`config.mk`:
```
export PLATFORM = sky130hd
export DESIGN_NAME = pipe_hazard_ctrl
export DESIGN_NICKNAME = d
export VERILOG_FILES = /design/src/rtl/pipe_hazard_ctrl.sv
export SDC_FILE = /design/constraint.sdc
export NUM_CORES = 1
export LEC_CHECK = 0
export BUFFER_PORTS_ARGS = -buffer_cell sky130_fd_sc_hd__buf_4
export CAP_MARGIN = 20
export CORE_MARGIN = 1.5
export CORE_UTILIZATION = 45
export DETAILED_ROUTE_END_ITERATION = 7
export PLACE_DENSITY_LB_ADDON = 0.1
export SYNTH_ARGS = -nofsm -noshare
export SYNTH_HDL_FRONTEND = slang
export SYNTH_HIERARCHICAL = 1
export SYNTH_SLANG_ARGS = --single-unit
```
`constraint.sdc`:
```
create_clock -name clk -period 2.3 [get_ports clk]
set_clock_uncertainty 0.05 [all_clocks]
set_input_delay 0.23 -clock clk [delete_from_list [all_inputs] [get_ports clk]]
set_output_delay 0.23 -clock clk [all_outputs]
set_load 0.02 [all_outputs]
```
`src/rtl/pipe_hazard_ctrl.sv`:
```
// pipe_hazard_ctrl -- hazard controller for a five-stage in-order pipeline.
//   Decides per-stage stall/flush from reset, cache misses, load-use hazards
//   and control transfers, selects E-stage operand forwarding, and keeps
//   saturating stall/flush performance counters.
// Ports:
//   clk, CpuRst                    clock, synchronous active-high reset
//   ICacheMiss, DCacheMiss         cache miss in progress (stall everything)
//   BranchE, JalrE, JalD           taken branch/jalr in E, jal decoded in D
//   Rs1D/Rs2D/Rs1E/Rs2E/RdE/RdM/RdW register numbers per stage
//   RegReadD/E [1]=rs1 used [0]=rs2 used
//   MemToRegE, RegWriteM/W         nonzero = load in E / write-back pending
//   Stall*/Flush*                  per-stage pipeline control
//   Forward1E/2E                   2'b10 from M, 2'b01 from W, 2'b00 regfile
//   LdUseBusy                      load-use bubble sequence in progress
//   PerfStallCnt/PerfFlushCnt      saturating counters of StallF/FlushD cycles

// One operand's forwarding select; the newest producer (M) wins over W.
module phc_fwd_unit #(
  parameter int REG_W = 5
) (
  input  logic [REG_W-1:0] rs,
  input  logic             used,
  input  logic [REG_W-1:0] rdm,
  input  logic             wrm,
  input  logic [REG_W-1:0] rdw,
  input  logic             wrw,
  output logic [1:0]       fwd
);
  always_comb begin
    fwd = 2'b00;
    if (used && wrm && rdm != '0 && rdm == rs)      fwd = 2'b10;
    else if (used && wrw && rdw != '0 && rdw == rs) fwd = 2'b01;
  end
endmodule

module pipe_hazard_ctrl #(
  parameter int REG_W          = 5,
  parameter int LD_USE_BUBBLES = 1,
  parameter int CNT_W          = 32
) (
  input  logic             clk,
  input  logic             CpuRst,
  input  logic             ICacheMiss,
  input  logic             DCacheMiss,
  input  logic             BranchE,
  input  logic             JalrE,
  input  logic             JalD,
  input  logic [REG_W-1:0] Rs1D,
  input  logic [REG_W-1:0] Rs2D,
  input  logic [REG_W-1:0] Rs1E,
  input  logic [REG_W-1:0] Rs2E,
  input  logic [REG_W-1:0] RdE,
  input  logic [REG_W-1:0] RdM,
  input  logic [REG_W-1:0] RdW,
  input  logic [1:0]       RegReadD,
  input  logic [1:0]       RegReadE,
  input  logic [2:0]       MemToRegE,
  input  logic [2:0]       RegWriteM,
  input  logic [2:0]       RegWriteW,
  output logic             StallF,
  output logic             StallD,
  output logic             StallE,
  output logic             StallM,
  output logic             StallW,
  output logic             FlushF,
  output logic             FlushD,
  output logic             FlushE,
  output logic             FlushM,
  output logic             FlushW,
  output logic [1:0]       Forward1E,
  output logic [1:0]       Forward2E,
  output logic             LdUseBusy,
  output logic [CNT_W-1:0] PerfStallCnt,
  output logic [CNT_W-1:0] PerfFlushCnt
);
  // Detect cycle is the first bubble, so the counter holds the remainder.
  localparam logic [1:0] BUB_INIT = 2'(LD_USE_BUBBLES - 1);

  // Stage order in the packed vectors: [4]=F [3]=D [2]=E [1]=M [0]=W.
  logic [4:0] stall, flush;
  logic [1:0] bub_q, bub_d;
  logic       miss, ld_use, bub_act;

  assign miss    = ICacheMiss | DCacheMiss;
  assign bub_act = (bub_q != 2'd0);
  assign ld_use  = (MemToRegE != 3'd0) && (RdE != '0) &&
                   ((RdE == Rs1D && RegReadD[1]) || (RdE == Rs2D && RegReadD[0]));

  always_comb begin
    stall = 5'b00000;
    flush = 5'b00000;
    bub_d = bub_q;
    if (CpuRst) begin
      flush = 5'b11111;
      bub_d = 2'd0;
    end else if (miss) begin
      // Freeze the whole pipe; a pending bubble count is held, not consumed.
      stall = 5'b11111;
    end else if (bub_act) begin
      stall = 5'b11000;
      flush = 5'b00100;
      bub_d = bub_q - 2'd1;
    end else if (ld_use) begin
      stall = 5'b11000;
      flush = 5'b00100;
      bub_d = BUB_INIT;
    end else if (BranchE | JalrE) begin
      flush = 5'b01100;
    end else if (JalD) begin
      flush = 5'b01000;
    end
  end

  assign {StallF, StallD, StallE, StallM, StallW} = stall;
  assign {FlushF, FlushD, FlushE, FlushM, FlushW} = flush;
  assign LdUseBusy = bub_act;

  always_ff @(posedge clk) begin
    if (CpuRst) begin
      bub_q        <= 2'd0;
      PerfStallCnt <= '0;
      PerfFlushCnt <= '0;
    end else begin
      bub_q <= bub_d;
      if (StallF && PerfStallCnt != '1) PerfStallCnt <= PerfStallCnt + CNT_W'(1);
      if (FlushD && PerfFlushCnt != '1) PerfFlushCnt <= PerfFlushCnt + CNT_W'(1);
    end
  end

  // Operand index 1 = rs1, 0 = rs2, matching the RegReadE bit order.
  logic [1:0][REG_W-1:0] rs_e;
  logic [1:0][1:0]       fwd;
  assign rs_e = {Rs1E, Rs2E};

  for (genvar i = 0; i < 2; i++) begin : g_fwd
    phc_fwd_unit #(.REG_W(REG_W)) u_fwd (
      .rs  (rs_e[i]),
      .used(RegReadE[i]),
      .rdm (RdM),
      .wrm (RegWriteM != 3'd0),
      .rdw (RdW),
      .wrw (RegWriteW != 3'd0),
      .fwd (fwd[i])
    );
  end

  assign Forward1E = fwd[1];
  assign Forward2E = fwd[0];
endmodule

```
==> results_dict.tcl, run 1 <==
set metrics [dict create \
    status "finished, final reports clean" \
    drive_gt1_share_pct 34.74 \
    synth_area_leaders "dfxtp_1 (32%), a21oi_1 (5.9%), or4_1 (5.9%)" \
    clkLatencyLatePin_ns 0.35 \
    clk_path_buf_depth 2 \
    syn_area_mm2 0.004081 \
    yosys_warnings 6 \
    postCtsHoldBufs 0 \
    area_delta_synth_final_pct 40.83 \
    routed-via-count 4580 \
    period_needed_ns 2.230 \
    wl_mm 12.10 \
    die-area_mm2 0.009650 \
    dr.pass1.iters 5 \
    grt_max_degree 52 \
    drv_slew 0 \
    maxCapViolations 0 \
    first_iter_violations 156 \
    clock_sinks 66 \
    cpMostUsedCell "buf_4" \
    synth_top_area_share_pct 32.37 \
    layout.nets 717 \
    ys_ff_latch 66 \
    seqPwrFrac_pct 45.1 \
    rows 34 \
    setup_viol 0 \
    final-hold-violation-count 0 \
    regArea_mm2 0.001321 \
    grtUsageTotal_pct 24.24 \
    gr-total-overflow 0 \
    crit_type "in -> out" \
    synth_ff_type "dfxtp_1" \
    relSlewSlack_pct 69.18 \
    clkPwrFrac_pct 40.0 \
    worst_ep_required_time_ns 2.02 \
    route.detailed.drc 0 \
    grt_pass1_wl_mm 19.75 \
    synth-seq-area-share_pct 32.37 \
    power_density_mw_per_mm2 443.5 \
    coreArea_mm2 0.008763 \
    internal-power_w 0.001858 \
    die_h_um 98.24 \
    synth_edf_count 0 \
    slowest_delay_ns 0.30 \
    htree_levels 3 \
    drtAntennaViolNets 0 \
    critPathLaunchType "input pin" \
    cp_max_fo 26 \
    switching_share_pct 27.12 \
    numCtsBuffers 9 \
    reg2reg_from "PerfFlushCnt[0]" \
    cp-end-kind "output port" \
    fillerInstances 774 \
    routed_via_density 5.925 \
    synth_top_cell_by_area "dfxtp_1" \
    fmax_ghz 0.4484 \
    period_share_pct 96.97 \
    die_x_um 98.24 \
    syn_area_per_cell_um2 8.196 \
    start_util_pct 46.57 \
    worstMarginPinSlew_ns 0.4574 \
    cts_tree "yes" \
    cp_cell_sequence "buf_4 > buf_4 > xor2_1 > nor4_1 > a32oi_1 > buf_4 > a211oi_4 > buf_12 > inv_1 > buf_4" \
    crit_arrival_ns 1.95 \
    avgRoutedWirePerCell_um 15.65 \
    globalplace.congestion 0.8789 \
    synth_cell_types 53 \
    power_leakage_nw 2.239 \
    pin_count 134 \
    p_sw_w 0.0006914 \
    syn-num-nets 555 \
    async_reset_ff_share_pct 0 \
    worst_hold_slack_ns 0.1384 \
    clkSlewWorstSetupHoldPaths_ns 0.07 \
    dpl.hpwl_mm 8.713 \
    grt_pass1_vias 4372 \
    power_w 0.002549 \
    setup-tns-final_ns 0 \
    syn_inst 498 \
    crit_slowest_cell "a211oi_4" \
    port-buffer-count 133 \
    hp-start "ICacheMiss" \
    p_comb_share_pct 14.9 \
    cts_root_buffer "clkbuf_8" \
    antenna_cells 0 \
    multiInputGateArea_mm2 0.002570 \
    hold_path_class "in -> reg" \
    ir_worst_vdd_mv 0.3030 \
    antenna_found_initial 0 \
    startpoint "RdE[1]" \
]
[synthesized netlist by cell type (16+ instances only)]
cell type	number
clkbuf_1	24
or4_1	32
or3_1	16
xnor2_1	16
inv_1	16
o31ai_1	31
nand2_1	25
o21ai_0	18
a21oi_1	48
nand4_1	19
nand3_1	32
dfxtp_1	66
nor2_1	25
[path summary, 6_finish.rpt]
check	end	slack, ns	depth (start not counted)
setup / recovery	FlushD	0.07	10
hold / removal	bub_q[0]	0.14	4
setup reg to reg	PerfFlushCnt[5]	0.16	8
hold reg to reg	bub_q[0]	0.42	2
[registers in the layout (all words and copies together) (netlist names)]
signal,count
PerfStallCnt,32
PerfFlushCnt,32
bub_q,2
[power groups by stage]
stage | registers, W | clock network (W) | logic [W]
2_1_floorplan | 0.00119 | 0 | 0.000169
3_3_place_gp | 0.00118 | 0 | 0.000351
3_5_place_dp | 0.00118 | 0 | 0.000361
4_1_cts | 0.00115 | 0.00105 | 0.000363
5_1_grt | 0.00115 | 0.00109 | 0.000406
6_report | 0.00115 | 0.00102 | 0.000379
[cells in the final DEF (no fill, tap or decap), types with 4 or more instances in the layout]
master,n
buf_4,183
o21ai_0,17
o41ai_1,7
and3_1,11
nand2_1,25
mux2_2,8
nor2b_1,6
and4_1,7
a21oi_1,48
or4_1,32
dfxtp_1,66
inv_1,16
nor4_1,10
o211ai_1,4
o311ai_0,6
xor2_1,10
or3_1,15
xnor2_1,16
nor3_1,7
clkbuf_8,10
nand3_1,32
o31ai_1,31
nand4_1,19
nor2_1,25
[per-layer routing]
layer / up-vias / part of all wire (%) / global-route usage [%]
li1: 2250 / - / -
met4: 0 / 1.4 / 8.451
met2: 117 / 52 / 43.93
met1: 2200 / 42 / 28.73
met3: 13 / 4.5 / 4.223
met5: - / 0 / 0
[stage by stage]
stage,setup WS (ns),util (%),std cells,area (um^2)
3_3_place_gp,-0.09658,62.61,754,5487
4_1_cts,0.02726,64.92,770,5689
2_1_floorplan,0.001165,-,498,4099
6_report,0.06971,65.59,773,5748
3_5_place_dp,-0.1582,62.61,754,5487
5_1_grt,-0.01086,65.59,773,5748
[critical path: cells and delay by family]
family          cells  cell delay, ns
simple gates        1            0.22
xor+xnor            1            0.16
compound gates      2            0.48
buf+inv             6            0.85
[layout make-up]
type                       count  area share [%]
sequential                    66           22.99
inverter                      16           1.045
clock buffer                  10           2.394
multi-input combinational    380           44.71
tap                          108           2.351
timing repair buffer         187           25.38
clock inverter                 6           1.132
[kinds of logic after synthesis]
logic type      count (synthesis)  share of synthesized area, %
compound gates                130                         22.10
mux                             9                         2.453
simple gates                  213                         31.15
xor+xnor                       26                         5.579
buf+inv                        52                         5.733
flops                          66                         32.37
fa+ha+maj                       2                        0.6130
[timing repair]
item,CTS,global route
resized for setup,0,5
endpoints found under the setup margin,0,15
setup buffers,0,2
Note: power is estimated with default switching activity, not from simulation.
==> inputs of run 2 (changes only) <==
--- a/config.mk
+++ b/config.mk
@@ -7,10 +7,12 @@
 export LEC_CHECK = 0
 export BUFFER_PORTS_ARGS = -buffer_cell sky130_fd_sc_hd__buf_4
 export CAP_MARGIN = 20
+export CORE_ASPECT_RATIO = 1.4
 export CORE_MARGIN = 1.5
 export CORE_UTILIZATION = 45
 export DETAILED_ROUTE_END_ITERATION = 7
 export PLACE_DENSITY_LB_ADDON = 0.1
+export REMOVE_ABC_BUFFERS = 1
 export SYNTH_ARGS = -nofsm -noshare
 export SYNTH_HDL_FRONTEND = slang
 export SYNTH_HIERARCHICAL = 1
==> run 2 against run 1 <==
Net effect: register-to-register slack worse by 0.03 ns; sequential power barely moved; design area grew 1.8%; critical endpoint is now StallF.
==> results_dict.tcl, run 2 (synthesis results as in run 1) <==
set metrics [dict create \
    startpoint "RdE[1]" \
    die_h_um 115.7 \
    route.detailed.drc 0 \
    clkLatencyLatePin_ns 0.33 \
    cts_tree "yes" \
    power_density_mw_per_mm2 502.3 \
    crit_path_end "StallF" \
    period_needed_ns 2.179 \
    drv_slew 0 \
    critPathLaunchType "input pin" \
    maxCapViolations 0 \
    status "finished, final reports clean" \
    worst_ep_required_time_ns 2.02 \
    routed_via_density 5.946 \
    cpMostUsedCell "buf_4" \
    antenna_found_initial 0 \
    crit_arrival_ns 1.90 \
    grt_max_degree 45 \
    pin_count 134 \
    coreArea_mm2 0.008708 \
    use_met1_pct 28.45 \
    worstReg2RegEnd "PerfStallCnt[9]" \
    slowest_delay_ns 0.54 \
    whs_path_depth 4 \
    avgRoutedWirePerCell_um 15.71 \
    clock_sinks 66 \
    grt_busiest_layer "met2" \
    htree_levels 3 \
    final_common_cell "buf_4" \
    globalplace.congestion 0.8698 \
    die-area_mm2 0.009659 \
    hold_path_class "in -> reg" \
    grt_pass1_vias 4335 \
    first_iter_violations 155 \
    wl_mm 12.19 \
    dpl.hpwl_mm 9.052 \
    die_x_um 83.49 \
    rows 40 \
    worstMarginPinSlew_ns 0.4587 \
    fmax_ghz 0.4589 \
    drive_gt1_share_pct 35.47 \
    cp_max_fo 44 \
    met3_usage_pct 5.769 \
    final-hold-violation-count 0 \
    antenna_cells 0 \
    cp_cell_sequence "buf_4 > or4_4 > o32ai_4 > buf_4 > o211a_1 > buf_12 > buf_4 > nor2_2 > buf_4" \
    port-buffer-count 133 \
    reg2reg_from "PerfStallCnt[14]" \
    fillerInstances 750 \
    crit_type "in -> out" \
    layout.nets 723 \
    met2_usage_pct 46.99 \
    drtAntennaViolNets 0 \
    ir_worst_vdd_mv 0.5705 \
    power_leakage_nw 2.276 \
    postCtsHoldBufs 0 \
    period_share_pct 94.75 \
    setup-tns-final_ns 0 \
    numCtsBuffers 9 \
    r2r_slack_ns 0.13 \
    power_w 0.002938 \
    top_regs "PerfFlushCnt x32, PerfStallCnt x32, bub_q x2" \
    setup_viol 0 \
    gr-total-overflow 0 \
    rsz0062_at_grt "false" \
    routed-via-count 4614 \
    start_util_pct 46.87 \
    r2r_cells 7 \
    grt_pass1_wl_mm 20.24 \
    grtUsageTotal_pct 25.42 \
    final_cell_mix "buf_4 (191), dfxtp_1 (66), a21oi_1 (48), nand3_1 (32), or4_1 (32)" \
    fin_util_pct 67.17 \
    crit_slowest_cell "or4_4" \
    cp-end-kind "output port" \
    cts_root_buffer "clkbuf_16" \
    clk_path_buf_depth 2 \
    relSlewSlack_pct 69.09 \
    dr.pass1.iters 4 \
    clkSlewWorstSetupHoldPaths_ns 0.05 \
    area_delta_synth_final_pct 43.32 \
]
==> run 2: cell count changes in the layout (fill, tap and decap cells not counted), moves of 2 or more <==
cell / delta
clkbuf_16: +8
clkbuf_8: -8
nor2_2: +2
nor2_1: -2
buf_4: +8
==> run 2: how the worst min path moves through the flow <==
stage,startpoint,endpoint,slack (ns)
after floorplan,CpuRst,PerfFlushCnt[0],0.25
after global placement,bub_q[1],bub_q[0],0.40
after detailed placement,bub_q[1],bub_q[0],0.42
after CTS,ICacheMiss,bub_q[0],0.17
after global routing,ICacheMiss,bub_q[0],0.20
final,ICacheMiss,bub_q[0],0.18
==> run 2: layout make-up <==
class	instances	area (um^2)	share of cell area, %
multi-input combinational	380	2550	43.59
timing repair buffer	193	1474	25.20
clock inverter	5	60.06	1.027
sequential	66	1321	22.59
inverter	16	60.06	1.027
clock buffer	11	252.7	4.321
tap	105	131.4	2.246
==> run 2: timing repair <==
item                       4_1_cts  5_1_grt
hold endpoints to repair         0        0
setup endpoints to repair        0       13
setup buffers                    0        1
resized for setup                0        5
==> run 2: report_power, final <==
part / total [W] / switching (W) / internal [W]
Sequential: 0.00115 / 0.00000360 / 0.00115
Combinational: 0.000367 / 0.000193 / 0.000174
Clock: 0.00142 / 0.000517 / 0.000901
Total: 0.00294 / 0.000714 / 0.00222
==> run 2: routing by layer <==
layer	part of all wire (%)	wire, um
met5	0	0
met4	1.8	222
met3	4.9	603
met2	54	6553
met1	39	4810
==> run 2: per-stage QoR <==
step / worst slack (ns) / instances / cell area [um^2] / hold WS, ns
floorplan: -0.8618 / 462 / 3908 / 0.2491
global placement: -0.08908 / 759 / 5513 / 0.4028
detailed placement: -0.09868 / 759 / 5513 / 0.4187
CTS: 0.07120 / 775 / 5826 / 0.1652
global route: 0.001267 / 776 / 5849 / 0.2048
finish: 0.1207 / 776 / 5849 / 0.1769
==> run 2: worst max-delay path: cells and delay by family <==
family,cells,cell delay [ns]
AO/OA/AOI/OAI,2,0.29
buffers and inverters,5,0.77
AND/OR/NAND/NOR,2,0.57
==> inputs of run 3 (changes only) <==
--- a/config.mk
+++ b/config.mk
@@ -12,6 +12,7 @@
 export CORE_UTILIZATION = 45
 export DETAILED_ROUTE_END_ITERATION = 7
 export PLACE_DENSITY_LB_ADDON = 0.1
+export RECOVER_POWER = 100
 export REMOVE_ABC_BUFFERS = 1
 export SYNTH_ARGS = -nofsm -noshare
 export SYNTH_HDL_FRONTEND = slang
==> run 3 against run 2 <==
Net effect: via count fell by 0.56%; final cell count did not move; critical endpoint unchanged; combinational power shrank 4%; die area unchanged; sequential share of layout area grew 1.3 points; non-clock buffer count unchanged; register-to-register slack barely moved; critical path depth is the same; power decreased by 0.50%.
==> results_dict.tcl, run 3 (synthesis results as in run 1) <==
set metrics [dict create \
    port-buffer-count 133 \
    internal-power_w 0.002212 \
    cp_cell_sequence "buf_4 > or4_4 > o32ai_4 > buf_4 > o211a_1 > buf_12 > buf_4 > nor2_2 > clkbuf_2" \
    htree_levels 3 \
    globalplace.congestion 0.8698 \
    clkSlewWorstSetupHoldPaths_ns 0.05 \
    crit_type "in -> out" \
    gr-total-overflow 0 \
    setup-tns-final_ns 0 \
    routed_via_density 5.912 \
    critical-path-top-delay-family "buffers and inverters" \
    coreArea_mm2 0.008708 \
    layout.nets 723 \
    r2r_slack_ns 0.14 \
    drv_slew 0 \
    grtUsageTotal_pct 25.42 \
    switching_share_pct 24.32 \
    period_share_pct 94.67 \
    setup_ws_ns 0.1226 \
    start_util_pct 46.87 \
    power_density_mw_per_mm2 527.9 \
    die_x_um 83.49 \
    holdPathEnd "bub_q[0]" \
    final_common_cell "buf_4" \
    numCtsBuffers 9 \
    clkPwrFrac_pct 48.6 \
    reg2reg_from "PerfStallCnt[10]" \
    routed-via-count 4588 \
    drive_gt1_share_pct 24.14 \
    seqPwrFrac_pct 39.4 \
    die_h_um 115.7 \
    status "finished, final reports clean" \
    cts_tree "yes" \
    clock_sinks 66 \
    critPathLaunchType "input pin" \
    grt_max_degree 45 \
    route.detailed.drc 0 \
    cp_max_fo 44 \
    dr.pass1.iters 5 \
    p_sw_w 0.0007110 \
    worstMarginPinSlew_ns 0.8322 \
    rows 40 \
    power_leakage_nw 1.962 \
    worst_ep_required_time_ns 2.02 \
    clk_path_buf_depth 2 \
    antenna_cells 0 \
    cts_root_buffer "clkbuf_16" \
    final_cell_mix "buf_4 (109), clkbuf_1 (73), dfxtp_1 (66), a21oi_1 (48)" \
    antenna_found_initial 0 \
    p_comb_share_pct 12.0 \
    rsz0062_at_grt "false" \
    finalInstanceArea_mm2 0.005538 \
    fmax_ghz 0.4593 \
    wl_mm 12.10 \
    critPathBufInv 5 \
    period_needed_ns 2.177 \
    fin_cells 776 \
    dpl.hpwl_mm 9.052 \
    hold_path_class "in -> reg" \
    fin_util_pct 63.59 \
    place_area_mm2 0.005513 \
    r2r_cells 7 \
    cpMostUsedCell "buf_4" \
    cp-end-kind "output port" \
    pin_count 134 \
    first_iter_violations 171 \
    postCtsHoldBufs 0 \
    clkLatencyLatePin_ns 0.33 \
    slowest_delay_ns 0.54 \
    drtAntennaViolNets 0 \
    die-area_mm2 0.009659 \
    maxCapViolations 0 \
    grt_pass1_vias 4335 \
    relSlewSlack_pct 43.09 \
    hp-start "ICacheMiss" \
    ir_worst_vdd_mv 0.5710 \
    placed_cells 759 \
    grt_pass1_wl_mm 20.24 \
    place_ws_ns -0.09868 \
    top_regs "PerfFlushCnt x32, PerfStallCnt x32, bub_q x2" \
    crit_slowest_cell "or4_4" \
    final-hold-violation-count 0 \
    setup_viol 0 \
    crit_arrival_ns 1.90 \
    worstReg2RegEnd "PerfStallCnt[19]" \
    area_delta_synth_final_pct 35.68 \
    avgRoutedWirePerCell_um 15.60 \
    whs_path_depth 4 \
]
[run 3: cell types whose count changed in the layout (fill, tap and decap cells not counted), sizes merged]
| cell | previous run | this run |
|---|---|---|
| clkbuf | 11 | 93 |
| buf | 193 | 111 |
[run 3: power by group through the flow]
stage                     combinational, W  sequential (W)  clock (W)
final                             0.000351         0.00115    0.00142
after global routing              0.000381         0.00115    0.00149
after CTS                         0.000364         0.00115    0.00145
after detailed placement          0.000362         0.00118          0
after global placement            0.000355         0.00118          0
after floorplan                   0.000128         0.00119          0
[run 3: stage by stage]
stage                     power (W)  hold WS (ns)
after global routing       0.003022        0.2048
after detailed placement   0.001539        0.4187
after CTS                  0.002966        0.1652
after floorplan            0.001314        0.2491
after global placement     0.001532        0.4028
final                      0.002923        0.1754
[run 3: final cells by class]
cell class	instances	area (um^2)
Fill cell	842	3171
Multi-Input combinational cell	380	2532
Sequential cell	66	1321
Timing Repair Buffer	193	1180
Clock buffer	11	252.7
Tap cell	105	131.4
Clock inverter	5	60.06
Inverter	16	60.06
[run 3: how the worst max path moves through the flow]
| stage | slack, ns | startpoint | cells past startpoint | endpoint |
|---|---|---|---|---|
| after floorplan | -0.86 | CpuRst | 5 | PerfFlushCnt[30] |
| after global placement | -0.09 | RdE[1] | 8 | PerfFlushCnt[5] |
| after detailed placement | -0.1 | RdE[1] | 8 | PerfFlushCnt[5] |
| after CTS | 0.07 | PerfStallCnt[0] | 7 | PerfStallCnt[20] |
| after global routing | 0.0006 | RdE[1] | 10 | StallF |
| final | 0.12 | RdE[1] | 9 | StallF |
[run 3: timing repair]
item	CTS	global route
hold endpoints to repair	0	0
setup endpoints to repair	0	13
buffers inserted	0	1
gates resized for setup	0	5
[run 3: worst reg2reg max path, delay by kind of cell (launching register included)]
kind | cells | cell delay [ns]
AOI/OAI and AO/OA | 1 | 0.16
DFF | 1 | 0.38
buffers and inverters | 1 | 0.18
and+or+nand+nor | 5 | 1.32
[run 3: layer usage]
| layer | vias up | GRT usage, % | part of all wire (%) |
|---|---|---|---|
| met3 | 21 | 5.769 | 4.5 |
| li1 | 2272 | - | - |
| met2 | 106 | 46.99 | 54 |
| met1 | 2189 | 28.45 | 40 |
| met4 | 0 | 10.05 | 2.0 |
| met5 | - | 0 | 0 |
